`config.mk`:
```
export PLATFORM = sky130hd
export DESIGN_NAME = wb_trace_buffer
export DESIGN_NICKNAME = d
export VERILOG_FILES = /design/src/rtl/wb_trace_buffer.sv
export SDC_FILE = /design/constraint.sdc
export NUM_CORES = 1
export LEC_CHECK = 0
export CAP_MARGIN = 20
export CORE_UTILIZATION = 30
export DETAILED_ROUTE_END_ITERATION = 7
export PLACE_DENSITY = 0.5
export SYNTH_ARGS = -nofsm -noshare
export SYNTH_HDL_FRONTEND = slang
export SYNTH_SLANG_ARGS = --single-unit
```
`constraint.sdc`:
```
create_clock -name clk -period 19.1 [get_ports clk]
set_input_delay 2.865 -clock clk [delete_from_list [all_inputs] [get_ports clk]]
set_output_delay 2.865 -clock clk [all_outputs]
set_load 0.02 [all_outputs]
```
`src/rtl/wb_trace_buffer.sv`:
```
// MEM/WB retirement trace buffer: captures retiring instructions into a FWFT FIFO and drains
// them to the trace port over valid/ready, requesting a pipeline stall before the FIFO fills.
module wb_trace_buffer #(
  parameter int unsigned DEPTH = 8,
  parameter int unsigned AW    = 3,
  parameter int unsigned SKID  = 2
) (
  input  logic        clk,
  input  logic        rst,
  input  logic        have_inst_in,
  input  logic [31:0] pc_in,
  input  logic        rf_we_in,
  input  logic [4:0]  wR_in,
  input  logic [31:0] wD_in,
  output logic        trace_valid,
  input  logic        trace_ready,
  output logic [31:0] trace_pc,
  output logic        trace_wen,
  output logic [4:0]  trace_wreg,
  output logic [31:0] trace_wdata,
  output logic        stall_req,
  output logic        overflow,
  output logic [31:0] retire_cnt
);

  localparam logic [AW:0] FullCnt = (AW + 1)'(DEPTH);
  localparam logic [AW:0] SkidCnt = (AW + 1)'(SKID);

  logic [31:0] pc_mem    [DEPTH];
  logic        wen_mem   [DEPTH];
  logic [4:0]  wreg_mem  [DEPTH];
  logic [31:0] wdata_mem [DEPTH];

  logic [AW-1:0] wr_ptr_q, wr_ptr_d;
  logic [AW-1:0] rd_ptr_q, rd_ptr_d;
  logic [AW:0]   count_q, count_d;
  logic [AW:0]   free_d;
  logic          stall_q, stall_d;
  logic          overflow_q, overflow_d;
  logic [31:0]   retire_q, retire_d;

  logic        push, pop, full;
  logic        norm_wen;
  logic [4:0]  norm_wreg;
  logic [31:0] norm_wdata;

  always_comb begin
    trace_valid = (count_q != '0);
    pop         = trace_valid & trace_ready;
    full        = (count_q == FullCnt);
    // A full FIFO can still accept when the head leaves in the same cycle.
    push        = have_inst_in & (~full | pop);

    // Writes to x0 or with write disabled are recorded as "no write" with zeroed fields.
    norm_wen   = rf_we_in & (wR_in != 5'd0);
    norm_wreg  = norm_wen ? wR_in : 5'd0;
    norm_wdata = norm_wen ? wD_in : 32'd0;

    wr_ptr_d = push ? wr_ptr_q + AW'(1) : wr_ptr_q;
    rd_ptr_d = pop  ? rd_ptr_q + AW'(1) : rd_ptr_q;

    count_d = count_q;
    case ({push, pop})
      2'b10:   count_d = count_q + (AW + 1)'(1);
      2'b01:   count_d = count_q - (AW + 1)'(1);
      default: count_d = count_q;
    endcase

    free_d     = FullCnt - count_d;
    stall_d    = (free_d <= SkidCnt);
    overflow_d = overflow_q | (have_inst_in & full & ~pop);
    retire_d   = push ? retire_q + 32'd1 : retire_q;
  end

  always_ff @(posedge clk) begin
    if (rst) begin
      wr_ptr_q   <= '0;
      rd_ptr_q   <= '0;
      count_q    <= '0;
      stall_q    <= 1'b0;
      overflow_q <= 1'b0;
      retire_q   <= '0;
    end else begin
      wr_ptr_q   <= wr_ptr_d;
      rd_ptr_q   <= rd_ptr_d;
      count_q    <= count_d;
      stall_q    <= stall_d;
      overflow_q <= overflow_d;
      retire_q   <= retire_d;
    end
  end

  // Storage needs no reset: entries are only visible while count is non-zero.
  always_ff @(posedge clk) begin
    if (push && !rst) begin
      pc_mem[wr_ptr_q]    <= pc_in;
      wen_mem[wr_ptr_q]   <= norm_wen;
      wreg_mem[wr_ptr_q]  <= norm_wreg;
      wdata_mem[wr_ptr_q] <= norm_wdata;
    end
  end

  always_comb begin
    trace_pc    = trace_valid ? pc_mem[rd_ptr_q]    : 32'd0;
    trace_wen   = trace_valid ? wen_mem[rd_ptr_q]   : 1'b0;
    trace_wreg  = trace_valid ? wreg_mem[rd_ptr_q]  : 5'd0;
    trace_wdata = trace_valid ? wdata_mem[rd_ptr_q] : 32'd0;
    stall_req   = stall_q;
    overflow    = overflow_q;
    retire_cnt  = retire_q;
  end

endmodule

```
==> results of run 1 <==
==> flip-flops by register name, summed over array words and instances, names as in the netlist, named ones only <==
name	cells
pc_mem	256
wreg_mem	40
count_q	4
stall_req	1
wdata_mem	256
overflow	1
wr_ptr_q	3
retire_cnt	32
rd_ptr_q	3
wen_mem	8
==> per-layer routing <==
| metal | wire length [um] | vias to the layer above | GRT usage |
|---|---|---|---|
| met4 | 975 | 6 | 0.0343 |
| li1 | - | 5299 | - |
| met5 | 39 | - | 0 |
| met1 | 24400 | 6233 | 0.181 |
| met3 | 2770 | 83 | 0.0343 |
| met2 | 26400 | 287 | 0.226 |
==> Yosys cell counts (2+ instances only) <==
cell / number / area, um2
sky130_fd_sc_hd__o21ai_0: 9 / 45.0
sky130_fd_sc_hd__nor2_1: 116 / 435
sky130_fd_sc_hd__dfxtp_1: 47 / 941
sky130_fd_sc_hd__and2_1: 42 / 263
sky130_fd_sc_hd__nand2b_1: 3 / 18.8
sky130_fd_sc_hd__nor2b_1: 2 / 12.5
sky130_fd_sc_hd__or4b_1: 2 / 20.0
sky130_fd_sc_hd__clkbuf_1: 36 / 135
sky130_fd_sc_hd__buf_2: 15 / 75.1
sky130_fd_sc_hd__buf_1: 15 / 56.3
sky130_fd_sc_hd__nand4_1: 5 / 31.3
sky130_fd_sc_hd__edfxtp_1: 560 / 16800
sky130_fd_sc_hd__or3_1: 9 / 56.3
sky130_fd_sc_hd__or4_1: 3 / 22.5
sky130_fd_sc_hd__mux4_2: 140 / 3150
sky130_fd_sc_hd__mux2i_1: 71 / 711
sky130_fd_sc_hd__xor2_1: 8 / 70.1
sky130_fd_sc_hd__nor3_1: 6 / 30.0
sky130_fd_sc_hd__and4_1: 3 / 26.3
sky130_fd_sc_hd__a21oi_1: 15 / 75.1
sky130_fd_sc_hd__or2_2: 2 / 12.5
sky130_fd_sc_hd__nand3_1: 10 / 50.1
sky130_fd_sc_hd__xnor2_1: 23 / 201
sky130_fd_sc_hd__and3_1: 2 / 12.5
sky130_fd_sc_hd__nor4_1: 13 / 81.3
sky130_fd_sc_hd__nand2_1: 20 / 75.1
sky130_fd_sc_hd__o21a_1: 2 / 15.0
sky130_fd_sc_hd__a31oi_1: 2 / 12.5
sky130_fd_sc_hd__inv_1: 13 / 48.8
sky130_fd_sc_hd__o211ai_1: 3 / 22.5
sky130_fd_sc_hd__ha_1: 6 / 75.1
==> tightest hold or removal path, stage by stage, from the launching register on <==
cell and delay (ns):
sky130_fd_sc_hd__dfxtp_1 0.31, sky130_fd_sc_hd__nand2_1 0.05, sky130_fd_sc_hd__a21oi_1 0.07
==> worst max path at each step <==
stage	start	end	slack [ns]
floorplan	have_inst_in	pc_mem[0][0]$_DFFE_PP_	9.82
global placement	have_inst_in	pc_mem[5][30]$_DFFE_PP_	12.13
detailed placement	have_inst_in	pc_mem[5][30]$_DFFE_PP_	12.08
CTS	register	trace_wdata[4]	11.78
global route	register	trace_wdata[4]	11.57
finish	register	trace_wdata[4]	11.99
==> stage by stage <==
step                utilization  setup WS (ns)  power [mW]
floorplan                     -           9.82        2.09
global placement          0.344          12.13        2.46
detailed placement        0.344          12.08        2.47
CTS                       0.375          11.78        3.84
global route              0.375          11.57        3.95
finish                    0.375          11.99        3.78
==> area by class of cell <==
cell class,instances,area (um2),area share
Sequential cell,607,17800,0.607
Multi-Input combinational cell,534,5770,0.197
Timing Repair Buffer,204,2010,0.0687
Clock buffer,80,1790,0.0612
Tap cell,1040,1300,0.0445
Clock inverter,43,574,0.0196
Inverter,13,48.8,0.00167
==> logic make-up after synthesis <==
kind of cell               Yosys count
DFF                                607
and+or+nand+nor                    244
muxes                              212
buffers and inverters               80
AOI/OAI and AO/OA                   41
xor gates and xnor gates            31
adders and majority gates            6
==> power breakdown <==
| part | internal, mW | switching (mW) |
|---|---|---|
| clock network | 0.818 | 0.542 |
| logic | 0.422 | 0.486 |
| registers | 1.48 | 0.0298 |
==> flow_summary.toml, run 1 <==
[critical_path]
critical_path_class = "register to output pin"
max_stage_delay_ns = 0.81
crit_family = "buffers and inverters"
worst_r2r_path_depth = 15
arrival_ns = 4.25
worst_path_most_repeated_cell = "sky130_fd_sc_hd__buf_4"
setup.worst_path.start_class = "register"
regToRegStartpoint = "count_q[0]$_SDFF_PP0_"
slowest_stage = "sky130_fd_sc_hd__buf_4"
worst_r2r_endpoint = "stall_req$_SDFF_PP0_"
worst-endpoint-required_ns = 16.23
reg2reg_setup_slack_ns = 15.27
timing.critical_path.to_type = "output pin"
timing.critical_path.fanout_max = 43
worstPathBufferInverterCount = 3
timing.critical_path.cells = "buf_4, buf_4, mux4_2, mux2i_1, nor2_1, clkdlybuf4s50_1"
critical_path_cell_count = 6

[synthesis]
synth_xor_xnor_area_share = 0.0114
synth_compound_area_frac = 0.0114
synth_edf_count = 560
synth.yosys.seq_area_share = 0.747
post_synth_num_cell_types = 49
yosys_most_used_dff = "sky130_fd_sc_hd__edfxtp_1"
synthesis.area_um2 = 23800
ys_seq_elements = 607
async_reset_ff_frac = 0
yosys_synthesis_warning_count = 0
syn_area_per_cell_um2 = 19.5
synthesis.nets = 1301
muxShareOfSynthArea = 0.163
synth_fa_ha_area_frac = 0.00316
synth_simple_gate_area_frac = 0.0509
syn-instance-count = 1221
synth_top_family_by_area = "multiplexers"

[sta]
grt_setup_unrepaired = "false"
finalClockSkew_ns = 0.0420
finalCriticalPeriod_ns = 7.11
share_of_the_cycle_needed_by_the_critical_path_after_routing = 0.372
minimum_hold_slack_ns = 0.481
timing_hold_violations_final = 0
maxSlewViolCount = 0
maxClockFrequency_mhz = 141
max_slew_margin = 0.337
accumulated_negative_setup_slack_ns = 0
finalSetupViolations = 0
tightestPinTransition_ns = 0.993

[place]
globalplace.congestion = 0.697
dpl-instance-area_um2 = 26800
io_buffer_count = 178
cell_count_post_placement = 2396
place.detailed.hpwl_mm = 29.3

[global_routing]
grt_util_all_layers = 0.137
grt_pass1_wl_mm = 82.2
antenna_violations_before_repair = 5
largest_net_degree_at_the_start_of_global_routing = 63
number_of_global_route_vias_before_repair = 12700
grt_overflow_total = 0

[pwr]
vdd_ir_drop_max_uv = 83.3
power_density_over_the_cells_nw_per_um2 = 129
leakagePower_nw = 8.89

[die]
io_pins = 179
start_util = 0.305
die_w_um = 284
floorplan.rows = 102
core-area_um2 = 78000
dieHeight_um = 284
die_area_um2 = 80400

[drt]
per_cell_routed_wire_length_um = 21.7
first_pass_iters = 5
routed-via-count = 11900
detail_route.vias_per_cell = 4.72
drcViolationCount = 0
ant_nets = 0
routed_wl_mm = 54.6
drt_iter0_markers = 735

[clocking]
cts.path.max_buffers = 3
clock_transition_at_the_registers_of_the_reported_paths_ns = 0.06
tritoncts_buffers = 69
cts.hold.buffers_added = 0
cts.sinks = 607
tritoncts_clock_tree = "built"
cts_setup_buffers = 0
post_cts_sizing_count = 0
clkLatencyLatePin_ns = 0.63
h-tree-depth = 3
clock_tree.root_cell = "sky130_fd_sc_hd__clkbuf_16"

[final_layout]
instances_no_fill = 2521
final_layout_size_suffix_gt1_frac = 0.194
final_net_count = 1509
filler_cell_count = 7184
layout.cells.most_common = "sky130_fd_sc_hd__edfxtp_1"
antenna_cells = 0
syn_to_final_growth_pct = 23.0
layout.cell_area.non_filler_um2 = 29300
most-common-layout-cells = "560 x sky130_fd_sc_hd__edfxtp_1, 178 x sky130_fd_sc_hd__clkdlybuf4s50_1, 140 x sky130_fd_sc_hd__mux4_2, 110 x sky130_fd_sc_hd__nor2_1, 71 x sky130_fd_sc_hd__mux2i_1"

[min_path]
hold_path.class = "register to register"
timing.hold.worst.start = "rd_ptr_q[1]$_SDFFE_PP0N_"
hold-path-cell-count = 2

[status]
status = "finished clean"

[flow_run]
max-cap-violations = 0
Note: power is estimated with default switching activity, not from simulation.
==> run 2: changes to the inputs <==
==> constraint.sdc (replaced) <==
create_clock -name clk -period 6.9 [get_ports clk]
set_input_delay 1.035 -clock clk [delete_from_list [all_inputs] [get_ports clk]]
set_output_delay 1.035 -clock clk [all_outputs]
set_load 0.02 [all_outputs]
==> flow_summary.toml, run 2 (synthesized netlist as in run 1, its figures left out) <==
[critical_path]
max_stage_delay_ns = 0.75
reg2reg_setup_slack_ns = 3.42
worstPathBufferInverterCount = 2
worst-endpoint-required_ns = 5.86
critical_path_class = "register to output pin"
timing.critical_path.cells = "buf_12, mux4_2, mux2i_1, nor2_1, clkdlybuf4s50_1"
slowest_stage = "sky130_fd_sc_hd__dfxtp_4"
worst_r2r_endpoint = "wdata_mem[6][23]$_DFFE_PP_"
timing.critical_path.fanout_max = 56
endpoint = "trace_wdata[21]"
worst_r2r_path_depth = 6
crit_family = "buffers and inverters"
setup.worst_path.start_class = "register"
regToRegStartpoint = "count_q[0]$_SDFF_PP0_"
arrival_ns = 3.35
critical_path_cell_count = 5
timing.critical_path.to_type = "output pin"

[global_routing]
grt_pass1_wl_mm = 82.0
grt_util_all_layers = 0.136
grt_overflow_total = 0
number_of_global_route_vias_before_repair = 12700
largest_net_degree_at_the_start_of_global_routing = 73
antenna_violations_before_repair = 2

[clocking]
tritoncts_clock_tree = "built"
cts.path.max_buffers = 3
clock_tree.root_cell = "sky130_fd_sc_hd__clkbuf_16"
clkLatencyLatePin_ns = 0.60
tritoncts_buffers = 68
cts.hold.buffers_added = 0
clock_transition_at_the_registers_of_the_reported_paths_ns = 0.06
post_cts_sizing_count = 0
cts_setup_buffers = 0
cts.sinks = 607
h-tree-depth = 3

[final_layout]
most-common-layout-cells = "560 x sky130_fd_sc_hd__edfxtp_1, 178 x sky130_fd_sc_hd__clkdlybuf4s50_1, 140 x sky130_fd_sc_hd__mux4_2, 110 x sky130_fd_sc_hd__nor2_1, 71 x sky130_fd_sc_hd__mux2i_1"
reg.largest.list = "pc_mem x256, wdata_mem x256, wreg_mem x40"
antenna_cells = 0
final_net_count = 1504
syn_to_final_growth_pct = 22.4
instances_no_fill = 2519
final_layout_size_suffix_gt1_frac = 0.180
layout.cells.most_common = "sky130_fd_sc_hd__edfxtp_1"

[sta]
finalCriticalPeriod_ns = 4.38
accumulated_negative_setup_slack_ns = 0
share_of_the_cycle_needed_by_the_critical_path_after_routing = 0.635
grt_setup_unrepaired = "false"
tightestPinTransition_ns = 1.11
timing_hold_violations_final = 0
finalSetupViolations = 0
max_slew_margin = 0.262
maxClockFrequency_mhz = 228
maxSlewViolCount = 0
finalClockSkew_ns = 0.0349

[die]
die_w_um = 284
floorplan.rows = 102
die_area_um2 = 80400
io_pins = 179
dieHeight_um = 284
core-area_um2 = 78000
start_util = 0.305

[place]
place.detailed.hpwl_mm = 30.1
cell_count_post_placement = 2391
io_buffer_count = 178
globalplace.congestion = 0.721

[drt]
routed_wl_mm = 54.7
per_cell_routed_wire_length_um = 21.7
drcViolationCount = 0
first_pass_iters = 4
routed-via-count = 11800
drt_iter0_markers = 629
ant_nets = 0
detail_route.vias_per_cell = 4.70

[flow_run]
max-cap-violations = 0

[pwr]
leakagePower_nw = 8.76
vdd_ir_drop_max_uv = 254
power_density_over_the_cells_nw_per_um2 = 348

[status]
status = "finished clean"

[min_path]
hold_path.class = "register to register"
[run 2: cell count changes in the layout (fill, tap and decap cells not counted), moves of 2 or more]
| cell | previous run | this run |
|---|---|---|
| sky130_fd_sc_hd__nor3_4 | 0 | 2 |
| sky130_fd_sc_hd__buf_4 | 24 | 11 |
| sky130_fd_sc_hd__bufinv_16 | 10 | 2 |
| sky130_fd_sc_hd__clkinv_1 | 10 | 25 |
| sky130_fd_sc_hd__clkbuf_1 | 10 | 15 |
| sky130_fd_sc_hd__clkinv_2 | 12 | 6 |
| sky130_fd_sc_hd__inv_16 | 3 | 0 |
| sky130_fd_sc_hd__nor3_2 | 2 | 0 |
| sky130_fd_sc_hd__buf_12 | 1 | 9 |
[run 2: cell type report]
cell class	count	area, um2
multi-input combinational	534	5780
fill	7164	48900
timing repair buffer	200	2100
tap	1040	1300
clock inverter	40	300
clock buffer	85	1810
inverter	13	48.8
sequential	607	17800
[run 2: routing by layer]
| metal | vias to the layer above | track usage | share of wire |
|---|---|---|---|
| li1 | 5291 | - | - |
| met1 | 6223 | 0.189 | 0.46 |
| met2 | 251 | 0.219 | 0.47 |
| met3 | 74 | 0.0295 | 0.045 |
| met4 | 2 | 0.0318 | 0.017 |
| met5 | - | 0 | 0.00020 |
[run 2: worst reg2reg max path, stage by stage, from the launching register on]
cell,delay [ns]
sky130_fd_sc_hd__dfxtp_1,0.58
sky130_fd_sc_hd__or3_1,0.33
sky130_fd_sc_hd__o21ai_0,0.32
sky130_fd_sc_hd__or3_1,0.61
sky130_fd_sc_hd__nor2_4,0.15
sky130_fd_sc_hd__buf_4,0.44
sky130_fd_sc_hd__buf_4,0.66
[run 2: how the worst min path moves through the flow]
| stage | slack (ns) | endpoint | startpoint | cells past startpoint |
|---|---|---|---|---|
| global placement | 0.47 | register | rd_ptr_q[1]$_SDFFE_PP0N_ | 2 |
| finish | 0.49 | register | rd_ptr_q[1]$_SDFFE_PP0N_ | 2 |
| floorplan | 0.45 | register | rd_ptr_q[1]$_SDFFE_PP0N_ | 2 |
| CTS | 0.49 | register | rd_ptr_q[1]$_SDFFE_PP0N_ | 2 |
| global route | 0.50 | register | rd_ptr_q[1]$_SDFFE_PP0N_ | 2 |
| detailed placement | 0.47 | register | rd_ptr_q[1]$_SDFFE_PP0N_ | 2 |
[run 2: stage by stage]
step                hold WS (ns)  power, mW  setup WS [ns]  utilization  instance area [um2]
floorplan                  0.454       5.78           1.33            -                23800
global placement           0.467       6.84           2.18        0.345                26900
detailed placement         0.473       6.85           2.14        0.345                26900
CTS                        0.487       10.3           2.19        0.372                29000
global route               0.505       10.6           2.23        0.373                29100
finish                     0.493       10.1           2.52        0.373                29100
[run 2: power breakdown]
part           internal (mW)  total, mW  switching, mW
Clock                   1.95       3.39           1.44
Sequential              4.09       4.19         0.0975
Combinational           1.19       2.55           1.36
==> run 3: changes to the inputs <==
==> constraint.sdc (replaced) <==
create_clock -name clk -period 4.23 [get_ports clk]
set_input_delay 0.6345 -clock clk [delete_from_list [all_inputs] [get_ports clk]]
set_output_delay 0.6345 -clock clk [all_outputs]
set_load 0.02 [all_outputs]
==> flow_summary.toml, run 3 (synthesized netlist as in run 1, its figures left out) <==
[die]
dieHeight_um = 284
io_pins = 179
floorplan.rows = 102
die_area_um2 = 80400
core-area_um2 = 78000
die_w_um = 284
start_util = 0.305

[place]
pre_cts_worst_setup_slack_ns = 0.816
globalplace.congestion = 0.715
dpl-instance-area_um2 = 27100
io_buffer_count = 178
place.detailed.hpwl_mm = 30.4

[sta]
finalCriticalPeriod_ns = 3.77
setup_ws_ns = 0.465
maxSlewViolCount = 0
finalSetupViolations = 0
maxClockFrequency_mhz = 266
timing_hold_violations_final = 0
finalClockSkew_ns = 0.0377
grt_setup_unrepaired = "false"
tightestPinTransition_ns = 1.06
accumulated_negative_setup_slack_ns = 0
share_of_the_cycle_needed_by_the_critical_path_after_routing = 0.890
max_slew_margin = 0.294
minimum_hold_slack_ns = 0.485

[drt]
drcViolationCount = 0
routed-via-count = 11900
detail_route.vias_per_cell = 4.71
routed_wl_mm = 55.2
per_cell_routed_wire_length_um = 21.8
drt_iter0_markers = 741
first_pass_iters = 5
ant_nets = 0

[critical_path]
max_stage_delay_ns = 0.58
setup.worst_path.start_class = "register"
worst_r2r_path_depth = 16
worst-endpoint-required_ns = 3.60
timing.critical_path.fanout_max = 25
arrival_ns = 3.13
regToRegStartpoint = "count_q[0]$_SDFF_PP0_"
slowest_stage = "sky130_fd_sc_hd__mux4_2"
critical_path_class = "register to output pin"
endpoint = "trace_pc[20]"
worst_r2r_endpoint = "stall_req$_SDFF_PP0_"
timing.critical_path.to_type = "output pin"
timing.critical_path.cells = "buf_4, mux4_2, mux2i_1, nor2_1, clkdlybuf4s50_1"
reg2reg_setup_slack_ns = 0.98

[global_routing]
largest_net_degree_at_the_start_of_global_routing = 73
grt_util_all_layers = 0.139
grt_overflow_total = 0
grt_pass1_wl_mm = 83.3
number_of_global_route_vias_before_repair = 12600
antenna_violations_before_repair = 3

[clocking]
post_cts_sizing_count = 0
cts_setup_buffers = 0
tritoncts_clock_tree = "built"
cts.path.max_buffers = 3
cts.sinks = 607
cts.hold.buffers_added = 0
clkLatencyLatePin_ns = 0.62
clock_transition_at_the_registers_of_the_reported_paths_ns = 0.06
tritoncts_buffers = 70
clock_tree.root_cell = "sky130_fd_sc_hd__clkbuf_16"
h-tree-depth = 3

[final_layout]
multi_input_area_um2 = 5780
final_net_count = 1517
filler_cell_count = 7106
layout.cell_area.non_filler_um2 = 29400
final_layout_size_suffix_gt1_frac = 0.193
layout.cells.most_common = "sky130_fd_sc_hd__edfxtp_1"
reg.largest.list = "pc_mem x256, wdata_mem x256, wreg_mem x40"
antenna_cells = 0
syn_to_final_growth_pct = 23.6
final_core_utilization = 0.377
most-common-layout-cells = "560 x sky130_fd_sc_hd__edfxtp_1, 178 x sky130_fd_sc_hd__clkdlybuf4s50_1, 140 x sky130_fd_sc_hd__mux4_2, 110 x sky130_fd_sc_hd__nor2_1"
seq_area_um2 = 17800

[pwr]
seqPwrFrac = 0.402
power_density_over_the_cells_nw_per_um2 = 575
intPower_mw = 12.1
switchingPower_mw = 4.80
power_frac_clock = 0.351
swShare = 0.284
vdd_ir_drop_max_uv = 498
share_comb_of_total_power = 0.248
leakagePower_nw = 8.92

[status]
status = "finished clean"

[min_path]
hold_path.class = "register to register"

[flow_run]
max-cap-violations = 0
-- run 3: power groups by stage --
stage / sequential, mW / clock (mW) / combinational [mW]
floorplan: 6.82 / 0 / 2.61
global placement: 6.92 / 0 / 4.29
detailed placement: 6.92 / 0 / 4.29
CTS: 6.80 / 6.11 / 4.31
global route: 6.81 / 6.32 / 4.53
finish: 6.79 / 5.93 / 4.19
-- run 3: per-layer routing --
layer  vias up  global-route usage  wire, um
met2       276               0.216     25900
met4         4              0.0370       897
met1      6246               0.197     25900
li1       5331                   -         -
met3        71              0.0286      2580
met5         -                   0        23
-- run 3: critical path, delay by kind of cell, from the launching register on --
kind                   cells  cell delay [ns]
buffers and inverters      2             1.08
DFF                        1             0.51
muxes                      2             0.84
and+or+nand+nor            1             0.07
-- run 3: final cells by class --
type	count	share of cell area
sequential	607	0.604
multi-input combinational	534	0.197
timing repair buffer	211	0.0754
clock buffer	85	0.0622
tap	1040	0.0443
clock inverter	44	0.0155
inverter	13	0.00166
-- run 3: metrics by stage --
| step | std cells | total power, mW |
|---|---|---|
| finish | 2534 | 16.9 |
| floorplan | 1221 | 9.44 |
| global placement | 2404 | 11.2 |
| detailed placement | 2404 | 11.2 |
| global route | 2534 | 17.7 |
| CTS | 2533 | 17.2 |
-- run 3: worst min-delay path by stage --
stage                                 from                           to  slack (ns)  depth (start not counted)
2_1_floorplan     rd_ptr_q[1]$_SDFFE_PP0N_                     register        0.45                          2
3_3_place_gp   retire_cnt[31]$_SDFFE_PP0P_  retire_cnt[31]$_SDFFE_PP0P_        0.47                          2
3_5_place_dp   retire_cnt[31]$_SDFFE_PP0P_  retire_cnt[31]$_SDFFE_PP0P_        0.47                          2
4_1_cts        retire_cnt[31]$_SDFFE_PP0P_  retire_cnt[31]$_SDFFE_PP0P_        0.48                          2
5_1_grt        retire_cnt[31]$_SDFFE_PP0P_  retire_cnt[31]$_SDFFE_PP0P_        0.51                          2
6_report       retire_cnt[31]$_SDFFE_PP0P_  retire_cnt[31]$_SDFFE_PP0P_        0.48                          2
